**config.mk**
```make
export PLATFORM = sky130hd
export DESIGN_NAME = instr_encoder_flat
export DESIGN_NICKNAME = d
export VERILOG_FILES = /design/src/rtl/instr_encoder_pkg.sv /design/src/rtl/instr_encoder_if.sv /design/src/rtl/instr_encoder_field_pack.sv /design/src/rtl/instr_encoder.sv /design/src/flat_wrapper.sv
export SDC_FILE = /design/constraint.sdc
export NUM_CORES = 1
export LEC_CHECK = 0
export BUFFER_PORTS_ARGS = -buffer_cell sky130_fd_sc_hd__buf_2
export CAP_MARGIN = 20
export CORE_ASPECT_RATIO = 1.25
export CORE_UTILIZATION = 30
export CTS_CLUSTER_DIAMETER = 120
export DETAILED_ROUTE_END_ITERATION = 16
export GPL_TIMING_DRIVEN = 0
export PLACE_DENSITY = 0.64
export SLEW_MARGIN = 5
export SYNTH_ARGS = -nofsm -noshare
export SYNTH_HDL_FRONTEND = slang
export SYNTH_SLANG_ARGS = --single-unit
```
**constraint.sdc**
```tcl
create_clock -name clk_i -period 3.9 [get_ports clk_i]
set_input_delay 0.975 -clock clk_i [delete_from_list [all_inputs] [get_ports clk_i]]
set_output_delay 0.975 -clock clk_i [all_outputs]
set_load 0.02 [all_outputs]
```
**src/rtl/instr_encoder_pkg.sv**
```systemverilog
// Shared definitions for the instruction encoder: field widths, kind codes,
// opcodes and FSM state encoding. ERROR state exists only with ENC_ILLEGAL_TRAP_EN.
package encoder_pkg;

  localparam int ADDR_W   = 32;
  localparam int WORD_W   = 32;
  localparam int KIND_W   = 4;
  localparam int OP_W     = 6;
  localparam int REG_W    = 5;
  localparam int FUNCT_W  = 6;
  localparam int IMM_W    = 16;
  localparam int TARGET_W = 26;
  localparam int COUNT_W  = 16;

  localparam logic [KIND_W-1:0] KIND_R    = 4'd0;
  localparam logic [KIND_W-1:0] KIND_LW   = 4'd1;
  localparam logic [KIND_W-1:0] KIND_SW   = 4'd2;
  localparam logic [KIND_W-1:0] KIND_ADDI = 4'd3;
  localparam logic [KIND_W-1:0] KIND_SLTI = 4'd4;
  localparam logic [KIND_W-1:0] KIND_BEQ  = 4'd5;
  localparam logic [KIND_W-1:0] KIND_BNE  = 4'd6;
  localparam logic [KIND_W-1:0] KIND_BGE  = 4'd7;
  localparam logic [KIND_W-1:0] KIND_BGT  = 4'd8;
  localparam logic [KIND_W-1:0] KIND_J    = 4'd9;

  localparam logic [OP_W-1:0] OP_R    = 6'h00;
  localparam logic [OP_W-1:0] OP_LW   = 6'h23;
  localparam logic [OP_W-1:0] OP_SW   = 6'h2B;
  localparam logic [OP_W-1:0] OP_ADDI = 6'h08;
  localparam logic [OP_W-1:0] OP_SLTI = 6'h0A;
  localparam logic [OP_W-1:0] OP_BEQ  = 6'h04;
  localparam logic [OP_W-1:0] OP_BNE  = 6'h05;
  localparam logic [OP_W-1:0] OP_BGE  = 6'h01;
  localparam logic [OP_W-1:0] OP_BGT  = 6'h07;
  localparam logic [OP_W-1:0] OP_J    = 6'h02;

  localparam logic [COUNT_W-1:0] COUNT_MAX = 16'hFFFF;

`ifdef ENC_ILLEGAL_TRAP_EN
  typedef enum logic [2:0] {
    ST_IDLE, ST_RUN, ST_DRAIN, ST_DONE, ST_ERROR
  } state_e;
`else
  typedef enum logic [2:0] {
    ST_IDLE, ST_RUN, ST_DRAIN, ST_DONE
  } state_e;
`endif

endpackage

```
**src/rtl/instr_encoder_if.sv**
```systemverilog
// Program-load bus of the instruction encoder: control, instruction beats,
// instruction-memory write port and status. master drives beats, slave is the encoder.
interface instr_encoder_if;
  import encoder_pkg::*;

  logic                start_i;
  logic [ADDR_W-1:0]   base_addr_i;
  logic                in_valid_i;
  logic                in_ready_o;
  logic                last_i;
  logic [KIND_W-1:0]   kind_i;
  logic [REG_W-1:0]    rs_i;
  logic [REG_W-1:0]    rt_i;
  logic [REG_W-1:0]    rd_i;
  logic [REG_W-1:0]    shamt_i;
  logic [FUNCT_W-1:0]  funct_i;
  logic [IMM_W-1:0]    imm_i;
  logic [TARGET_W-1:0] target_i;
  logic                wr_en_o;
  logic [ADDR_W-1:0]   wr_addr_o;
  logic [WORD_W-1:0]   wr_data_o;
  logic                wr_ack_i;
  logic                busy_o;
  logic                done_o;
  logic                err_o;
  logic [COUNT_W-1:0]  count_o;

  modport master (
    output start_i, base_addr_i, in_valid_i, last_i, kind_i, rs_i, rt_i, rd_i,
           shamt_i, funct_i, imm_i, target_i, wr_ack_i,
    input  in_ready_o, wr_en_o, wr_addr_o, wr_data_o, busy_o, done_o, err_o, count_o
  );

  modport slave (
    input  start_i, base_addr_i, in_valid_i, last_i, kind_i, rs_i, rt_i, rd_i,
           shamt_i, funct_i, imm_i, target_i, wr_ack_i,
    output in_ready_o, wr_en_o, wr_addr_o, wr_data_o, busy_o, done_o, err_o, count_o
  );

endinterface

```
**src/rtl/instr_encoder_field_pack.sv**
```systemverilog
// Combinational packing of an instruction kind and its fields into a 32-bit word.
// Unknown kinds produce an all-zero word and raise the illegal flag.
module instr_field_pack
  import encoder_pkg::*;
(
  input  logic [KIND_W-1:0]   kind,
  input  logic [REG_W-1:0]    rs,
  input  logic [REG_W-1:0]    rt,
  input  logic [REG_W-1:0]    rd,
  input  logic [REG_W-1:0]    shamt,
  input  logic [FUNCT_W-1:0]  funct,
  input  logic [IMM_W-1:0]    imm,
  input  logic [TARGET_W-1:0] target,
  output logic [WORD_W-1:0]   word,
  output logic                illegal
);

  always_comb begin
    word    = '0;
    illegal = 1'b0;
    case (kind)
      KIND_R:    word = {OP_R, rs, rt, rd, shamt, funct};
      KIND_LW:   word = {OP_LW, rs, rt, imm};
      KIND_SW:   word = {OP_SW, rs, rt, imm};
      KIND_ADDI: word = {OP_ADDI, rs, rt, imm};
      KIND_SLTI: word = {OP_SLTI, rs, rt, imm};
      KIND_BEQ:  word = {OP_BEQ, rs, rt, imm};
      KIND_BNE:  word = {OP_BNE, rs, rt, imm};
      KIND_BGE:  word = {OP_BGE, rs, rt, imm};
      KIND_BGT:  word = {OP_BGT, rs, rt, imm};
      KIND_J:    word = {OP_J, target};
      default:   illegal = 1'b1;
    endcase
  end

endmodule

```
**src/rtl/instr_encoder.sv**
```systemverilog
// Instruction encoder top: beat handshake, one-entry write register, pointer/counter
// and load FSM. Define ENC_ILLEGAL_TRAP_EN to trap illegal kinds into an ERROR state.
module instr_encoder
  import encoder_pkg::*;
(
  input logic            clk_i,
  input logic            rst_i,
  instr_encoder_if.slave bus
);

  state_e              state;
  logic                out_full;
  logic [ADDR_W-1:0]   wr_ptr;
  logic [WORD_W-1:0]   wr_word;
  logic [COUNT_W-1:0]  count;
  logic                done;
  logic [WORD_W-1:0]   pack_word;
  logic [WORD_W-1:0]   enc_word;
  logic                pack_illegal;
  logic                accept;
  logic                ack;
  logic                load;

  instr_field_pack u_pack (
    .kind    (bus.kind_i),
    .rs      (bus.rs_i),
    .rt      (bus.rt_i),
    .rd      (bus.rd_i),
    .shamt   (bus.shamt_i),
    .funct   (bus.funct_i),
    .imm     (bus.imm_i),
    .target  (bus.target_i),
    .word    (pack_word),
    .illegal (pack_illegal)
  );

  // An ack only counts while a word is actually being offered.
  assign ack            = bus.wr_ack_i && out_full;
  assign bus.in_ready_o = (state == ST_RUN) && (!out_full || bus.wr_ack_i);
  assign accept         = bus.in_valid_i && bus.in_ready_o;

`ifdef ENC_ILLEGAL_TRAP_EN
  logic err;
  assign enc_word   = pack_word;
  assign load       = accept && !pack_illegal;
  assign bus.err_o  = err;
`else
  // Illegal kinds become a nop word and are written like any other instruction.
  assign enc_word   = pack_illegal ? '0 : pack_word;
  assign load       = accept;
  assign bus.err_o  = 1'b0;
`endif

  assign bus.wr_en_o   = out_full;
  assign bus.wr_addr_o = wr_ptr;
  assign bus.wr_data_o = wr_word;
  assign bus.busy_o    = (state != ST_IDLE);
  assign bus.done_o    = done;
  assign bus.count_o   = count;

  always_ff @(posedge clk_i) begin
    if (rst_i) begin
      state    <= ST_IDLE;
      out_full <= 1'b0;
      wr_ptr   <= '0;
      wr_word  <= '0;
      count    <= '0;
      done     <= 1'b0;
`ifdef ENC_ILLEGAL_TRAP_EN
      err      <= 1'b0;
`endif
    end else begin
      done <= 1'b0;

      // Ack retires the entry; a same-cycle load below refills it with no bubble.
      if (ack) begin
        out_full <= 1'b0;
        wr_ptr   <= wr_ptr + 32'd4;
        if (count != COUNT_MAX) count <= count + 16'd1;
      end
      if (load) begin
        out_full <= 1'b1;
        wr_word  <= enc_word;
      end

      case (state)
        ST_IDLE: begin
          if (bus.start_i) begin
            state  <= ST_RUN;
            wr_ptr <= bus.base_addr_i;
            count  <= '0;
`ifdef ENC_ILLEGAL_TRAP_EN
            err    <= 1'b0;
`endif
          end
        end
        ST_RUN: begin
          if (accept) begin
`ifdef ENC_ILLEGAL_TRAP_EN
            if (pack_illegal) begin
              err   <= 1'b1;
              state <= (out_full && !bus.wr_ack_i) ? ST_DRAIN : ST_ERROR;
            end else if (bus.last_i) begin
              state <= ST_DRAIN;
            end
`else
            if (bus.last_i) state <= ST_DRAIN;
`endif
          end
        end
        ST_DRAIN: begin
          if (!out_full || ack) begin
`ifdef ENC_ILLEGAL_TRAP_EN
            if (err) begin
              state <= ST_ERROR;
            end else begin
              state <= ST_DONE;
              done  <= 1'b1;
            end
`else
            state <= ST_DONE;
            done  <= 1'b1;
`endif
          end
        end
        ST_DONE: state <= ST_IDLE;
`ifdef ENC_ILLEGAL_TRAP_EN
        ST_ERROR: begin
          if (bus.start_i) begin
            state  <= ST_RUN;
            wr_ptr <= bus.base_addr_i;
            count  <= '0;
            err    <= 1'b0;
          end
        end
`endif
        default: state <= ST_IDLE;
      endcase
    end
  end

endmodule

```
**src/flat_wrapper.sv**
```systemverilog
// flat-port wrapper written by rule: the top's interface ports become plain ports
module instr_encoder_flat import encoder_pkg::*;
  (clk_i, rst_i, bus_start_i, bus_base_addr_i, bus_in_valid_i, bus_last_i, bus_kind_i, bus_rs_i, bus_rt_i, bus_rd_i, bus_shamt_i, bus_funct_i, bus_imm_i, bus_target_i, bus_wr_ack_i, bus_in_ready_o, bus_wr_en_o, bus_wr_addr_o, bus_wr_data_o, bus_busy_o, bus_done_o, bus_err_o, bus_count_o);
  instr_encoder_if bus_i ();
  input logic clk_i;
  input logic rst_i;
  input wire logic [$bits(bus_i.start_i)-1:0] bus_start_i;
  input wire logic [$bits(bus_i.base_addr_i)-1:0] bus_base_addr_i;
  input wire logic [$bits(bus_i.in_valid_i)-1:0] bus_in_valid_i;
  input wire logic [$bits(bus_i.last_i)-1:0] bus_last_i;
  input wire logic [$bits(bus_i.kind_i)-1:0] bus_kind_i;
  input wire logic [$bits(bus_i.rs_i)-1:0] bus_rs_i;
  input wire logic [$bits(bus_i.rt_i)-1:0] bus_rt_i;
  input wire logic [$bits(bus_i.rd_i)-1:0] bus_rd_i;
  input wire logic [$bits(bus_i.shamt_i)-1:0] bus_shamt_i;
  input wire logic [$bits(bus_i.funct_i)-1:0] bus_funct_i;
  input wire logic [$bits(bus_i.imm_i)-1:0] bus_imm_i;
  input wire logic [$bits(bus_i.target_i)-1:0] bus_target_i;
  input wire logic [$bits(bus_i.wr_ack_i)-1:0] bus_wr_ack_i;
  output wire logic [$bits(bus_i.in_ready_o)-1:0] bus_in_ready_o;
  output wire logic [$bits(bus_i.wr_en_o)-1:0] bus_wr_en_o;
  output wire logic [$bits(bus_i.wr_addr_o)-1:0] bus_wr_addr_o;
  output wire logic [$bits(bus_i.wr_data_o)-1:0] bus_wr_data_o;
  output wire logic [$bits(bus_i.busy_o)-1:0] bus_busy_o;
  output wire logic [$bits(bus_i.done_o)-1:0] bus_done_o;
  output wire logic [$bits(bus_i.err_o)-1:0] bus_err_o;
  output wire logic [$bits(bus_i.count_o)-1:0] bus_count_o;
  assign bus_i.start_i = bus_start_i;
  assign bus_i.base_addr_i = bus_base_addr_i;
  assign bus_i.in_valid_i = bus_in_valid_i;
  assign bus_i.last_i = bus_last_i;
  assign bus_i.kind_i = bus_kind_i;
  assign bus_i.rs_i = bus_rs_i;
  assign bus_i.rt_i = bus_rt_i;
  assign bus_i.rd_i = bus_rd_i;
  assign bus_i.shamt_i = bus_shamt_i;
  assign bus_i.funct_i = bus_funct_i;
  assign bus_i.imm_i = bus_imm_i;
  assign bus_i.target_i = bus_target_i;
  assign bus_i.wr_ack_i = bus_wr_ack_i;
  assign bus_in_ready_o = bus_i.in_ready_o;
  assign bus_wr_en_o = bus_i.wr_en_o;
  assign bus_wr_addr_o = bus_i.wr_addr_o;
  assign bus_wr_data_o = bus_i.wr_data_o;
  assign bus_busy_o = bus_i.busy_o;
  assign bus_done_o = bus_i.done_o;
  assign bus_err_o = bus_i.err_o;
  assign bus_count_o = bus_i.count_o;
  instr_encoder u_core (.clk_i(clk_i), .rst_i(rst_i), .bus(bus_i));
endmodule
```
# Word-level counts from Yosys, hierarchy flattened
# Index checks and enable logic that the tools add are counted.
# totals
ff_bits,85
latchBits,0
ramBits,0
mem_bits_ro,0
input_bits,110
out_inout_bits,85
elab_cells,55
memories,0
# op_classes
n_addsub,2
n_mul,0
n_div,0
order_cmp,0
n_eq_ne,16
shifts,0
n_mux,17
n_bitwise,1
reduce_logical,13
# op_table
op,n
$pmux 32 s10,1
$mux 32,4
$mux 16,4
$add 32x3->32 const B,1
$add 16x1->16 const B,1
$eq 4x3->1 const B,4
$ne 16x16->1 const B,1
$mux 3,4
$reduce_or 10->1,1
$pmux 3 s3,1
$eq 4x2->1 const B,2
$eq 4x4->1 const B,2
$eq 4x1->1 const B,1
$logic_not 4->1,1
$ne 2x1->1 const B,2
$ne 2x2->1 const B,2
$reduce_and 4->1,1
$eq 3x1->1 const B,1
$eq 3x2->1 const B,1
$logic_and 1x1->1,3
$logic_not 3->1,1
$mux 1,3
$reduce_bool 3->1,1
$logic_or 1x1->1,2
4 further kinds,4

# Longest topological paths before layout
# depth
word_depth,6
mapped_depth,7
mapped_depth_nobuf,6

# Modules after synthesis
# A second synthesis with hierarchy kept.
# unflattened
hier_cells,553
area_unflattened_um2,4595.7
# modules_own_cells
mod,instances,cells_per_inst,area_each_um2,seq_area_each_um2
instr_encoder,1,459,3892.5,1681.6
instr_field_pack,1,94,703.2,0.0

# Least setup slack after synthesis
# No wires, ideal clock.
# synth_path
path_kind,input -> output
from,input port bus_wr_ack_i
to,output port bus_in_ready_o
arrival_time_ns,1.404
t_required_ns,2.925
path_slack_ns,1.521
cell_stages,2
n_path_buf,0
path_cell_list,nand2b_1 -> and2_1
# synth_via
elab_chain_cells,2
# synth_rtl
item,line_no,rtl
from (decl),flat_wrapper.sv:19,input wire logic [$bits(bus_i.wr_ack_i)-1:0] bus_wr_ack_i;
$logic_or 1x1->1,instr_encoder.sv:39,assign bus.in_ready_o = (state == ST_RUN) && (!out_full || bus.wr_ack_i);
$logic_and 1x1->1,instr_encoder.sv:39,
to (decl),flat_wrapper.sv:20,output wire logic [$bits(bus_i.in_ready_o)-1:0] bus_in_ready_o;
# Every way passes these cells.

# Worst setup path in the final report
# Ends and elaborated chain as after synthesis.

==> metrics.txt <==
clk root buf clkbuf_16; CP max stage delay 0.23 ns; outcome finished clean; synthesized area 0.00417 sq mm; power per cell area ~530 mW/mm^2; Post-synth top cells dfxtp_1 (83), nor2_1 (69), nand2_1 (36), a211oi_1 (28); CP top delay family simple AND/OR/NAND/NOR gates; r2r startpoint u_core.state[0]; worst setup path category in -> out; WL/cell roughly 14 microns; CP Launch Type input pin; XOR/XNOR Fraction of Synth Area 7.98%; Yosys reg bits between 80 and 90; synth top area cells dfxtp_1 (40%), nor2_1 (6.2%), a211oi_1 (5.0%), xnor2_1 (4.2%), a222oi_1 (4.1%); CTS tree done; Pleak 2.46 nW; share of layout cells above drive strength 1 roughly a third; CP Max Fanout 8; Clock Latency Late Sink between 0.3 and 0.4 ns; Mapped Cells 496; worst min path class reg -> reg; final wirelength 12600 microns; Synth Area in Compound Gates 20.1%; CTS clk-pin slew, worst paths 0.06 ns; Hold EP u_core.bus.wr_data_o[7]; initial antenna violation count 0; postcts setup bufs 0; Worst R2R End u_core.bus.wr_addr_o[24]; CP max stage cell nand2b_1; reg2reg path depth 7; RSZ-0062 raised after global routing false; number of buffers created by CTS 9; Residual DRC 0; synth warn 0; I/O Buffers 189; core area 0.0134 sq mm; clk sinks 83; Post-Synth Simple-Gate Area 24.8%; Design Power between 3 and 4 mW; HPWL after DPL 9610 microns; H-Tree Level Count 3; reg-to-reg slack, setup 1.77 ns; Peak VDD IR 0.200 mV; worst path cell trace buf_2 -> nand2b_1 -> and2_1 -> buf_2; total iterations of the first detailed-routing run 5; Max Transition Viols Final 0; Buf/Inv on CP 2; largest family of logic cells by synthesized area simple AND/OR/NAND/NOR gates; maximum clock frequency 373 MHz; clk_skew 0.00705 ns; FF+latch area ~0.0017 sq mm; area growth from synthesis to layout 36.2%; Yosys top cell area share between 30% and 40%; Die W about 110 microns; filler instances 1436; Post-synth EDFFs 0; cell mode on critical path buf_2; die area 0.0144 sq mm; Initial Util ~31%; actual slew at the worst max-slew pin between 0.7 and 0.8 ns; # resized after CTS 0; Period minus WS final 2.68 ns; crit path capture type output pin; Setup Total Neg Slack 0 ns; Seq/Total Area, Yosys 39.9%; Worst EP required 2.92 ns; nets 812; hold path cells 2; final setup violation count 0; post-synthesis mux area share less than 1%; post-synth cell types 48; all-layer global routing usage roughly 18%; Multi-input gate area 0.00231 sq mm; gr ovfl total 0; Worst Path Arrival 1.71 ns; Tcrit/Tclk final 68.8%; Hold Vio Cnt, Final 0; Placer Congestion 0.805; vias per cell 5.09; via count 4445; # IOs 195; CTS Hold Bufs 0; max_slew headroom between 50 and 60%; first-pass GRT wire length 20300 microns; row cnt 47; largest area contributor in the netlist dfxtp_1; maxcap violations 0; average size of a mapped cell ~8.4 sq um; largest net degree at the start of global routing 14; main flop type after synthesis dfxtp_1; Post-Synth Adder-Cell Area 1.50%; most common cell in the netlist dfxtp_1; vias in the first global route 4111; die height 134 microns; asr flop ratio synth 0%; ANT nets after route 0; CTS Buffer Depth 2; hold path start u_core.bus.wr_data_o[7]; initial DRC count 193; Antenna Cells 0
-- kinds of logic after synthesis --
group           after synthesis
simple gates                202
other cells                   1
buf+inv                      48
flops                        83
fa+ha+maj                     5
compound gates              116
xor+xnor                     38
mux                           3
-- worst max-delay path by stage --
stage,start,end,slack [ns],cells after the start
floorplan,bus_wr_ack_i,bus_in_ready_o,1.52,2
global route,bus_wr_ack_i,bus_in_ready_o,1.14,4
finish,bus_wr_ack_i,bus_in_ready_o,1.22,4
CTS,bus_wr_ack_i,bus_in_ready_o,1.20,4
detailed placement,bus_kind_i[2],u_core.bus.wr_data_o[23],1.00,8
global placement,bus_kind_i[2],u_core.bus.wr_data_o[23],1.03,8
-- placed cells by master (no fill, tap or decap), types with 2 or more instances in the layout --
| master | n |
|---|---|
| dfxtp_1 | 83 |
| a21oi_1 | 13 |
| inv_1 | 10 |
| nor3b_1 | 2 |
| conb_1 | 2 |
| a211oi_1 | 28 |
| and2_1 | 2 |
| buf_4 | 3 |
| nand2_1 | 36 |
| a22oi_1 | 10 |
| clkbuf_1 | 25 |
| o21ai_0 | 23 |
| nor4_4 | 2 |
| nor4_2 | 2 |
| ha_1 | 5 |
| o21ai_1 | 2 |
| nor3_1 | 15 |
| nor2_1 | 69 |
| bufinv_16 | 3 |
| nand4_1 | 18 |
| a311oi_1 | 4 |
| mux2i_1 | 3 |
| xor2_1 | 18 |
| and4_1 | 5 |
| a31oi_1 | 2 |
| and3_1 | 8 |
| or3_1 | 5 |
| nor4_1 | 4 |
| nor3_2 | 2 |
| buf_2 | 200 |
| nand2b_1 | 3 |
| a222oi_1 | 17 |
| a22o_1 | 10 |
| nand3_1 | 23 |
| xnor2_1 | 20 |
| clkbuf_16 | 9 |
-- power by group --
group          total, mW  switching, mW  internal (mW)
clock network      0.998          0.353          0.644
logic              0.896          0.568          0.327
registers           1.12          0.142          0.979
-- per-stage QoR --
step / setup WS [ns] / hold slack [ns] / cell area (sq um) / cells / utilization (%)
floorplan: 1.52 / 0.487 / 4170 / 497 / -
global placement: 1.03 / 0.429 / 5330 / 857 / 39.8
detailed placement: 1.00 / 0.440 / 5330 / 857 / 39.8
CTS: 1.20 / 0.451 / 5680 / 873 / 42.3
global route: 1.14 / 0.473 / 5680 / 873 / 42.3
finish: 1.22 / 0.449 / 5680 / 873 / 42.3
-- cell type report --
class,count,area share (%)
flip-flops and latches,83,29.3
multi-input cells,366,40.6
clock buffers,12,4.34
repair buffers,189,16.7
plain buffers,38,2.95
well taps,171,3.77
clock inverters,4,1.72
inverters,10,0.661
-- worst reg2reg max path, delay by kind of cell (launching register included) --
family	cells	cell delay (ns)
AOI/OAI and AO/OA	1	0.24
and+or+nand+nor	2	0.25
DFF	1	0.36
buffers and inverters	3	0.91
adders and majority gates	1	0.28
-- routing by layer --
metal  GRT usage [%]  routed length [microns]
met1            22.2                     5520
met2            30.5                     6150
met3            2.87                      717
met4            6.24                      203
met5               0                        0
-- state kept, by name (all words and copies together) (netlist names) --
name	flops
u_core.bus.wr_addr_o	32
u_core.bus.count_o	16
u_core.bus.wr_en_o	1
u_core.bus.done_o	1
u_core.bus.wr_data_o	31
u_core.state	2
No activity file was read; power rests on OpenSTA's default activity.
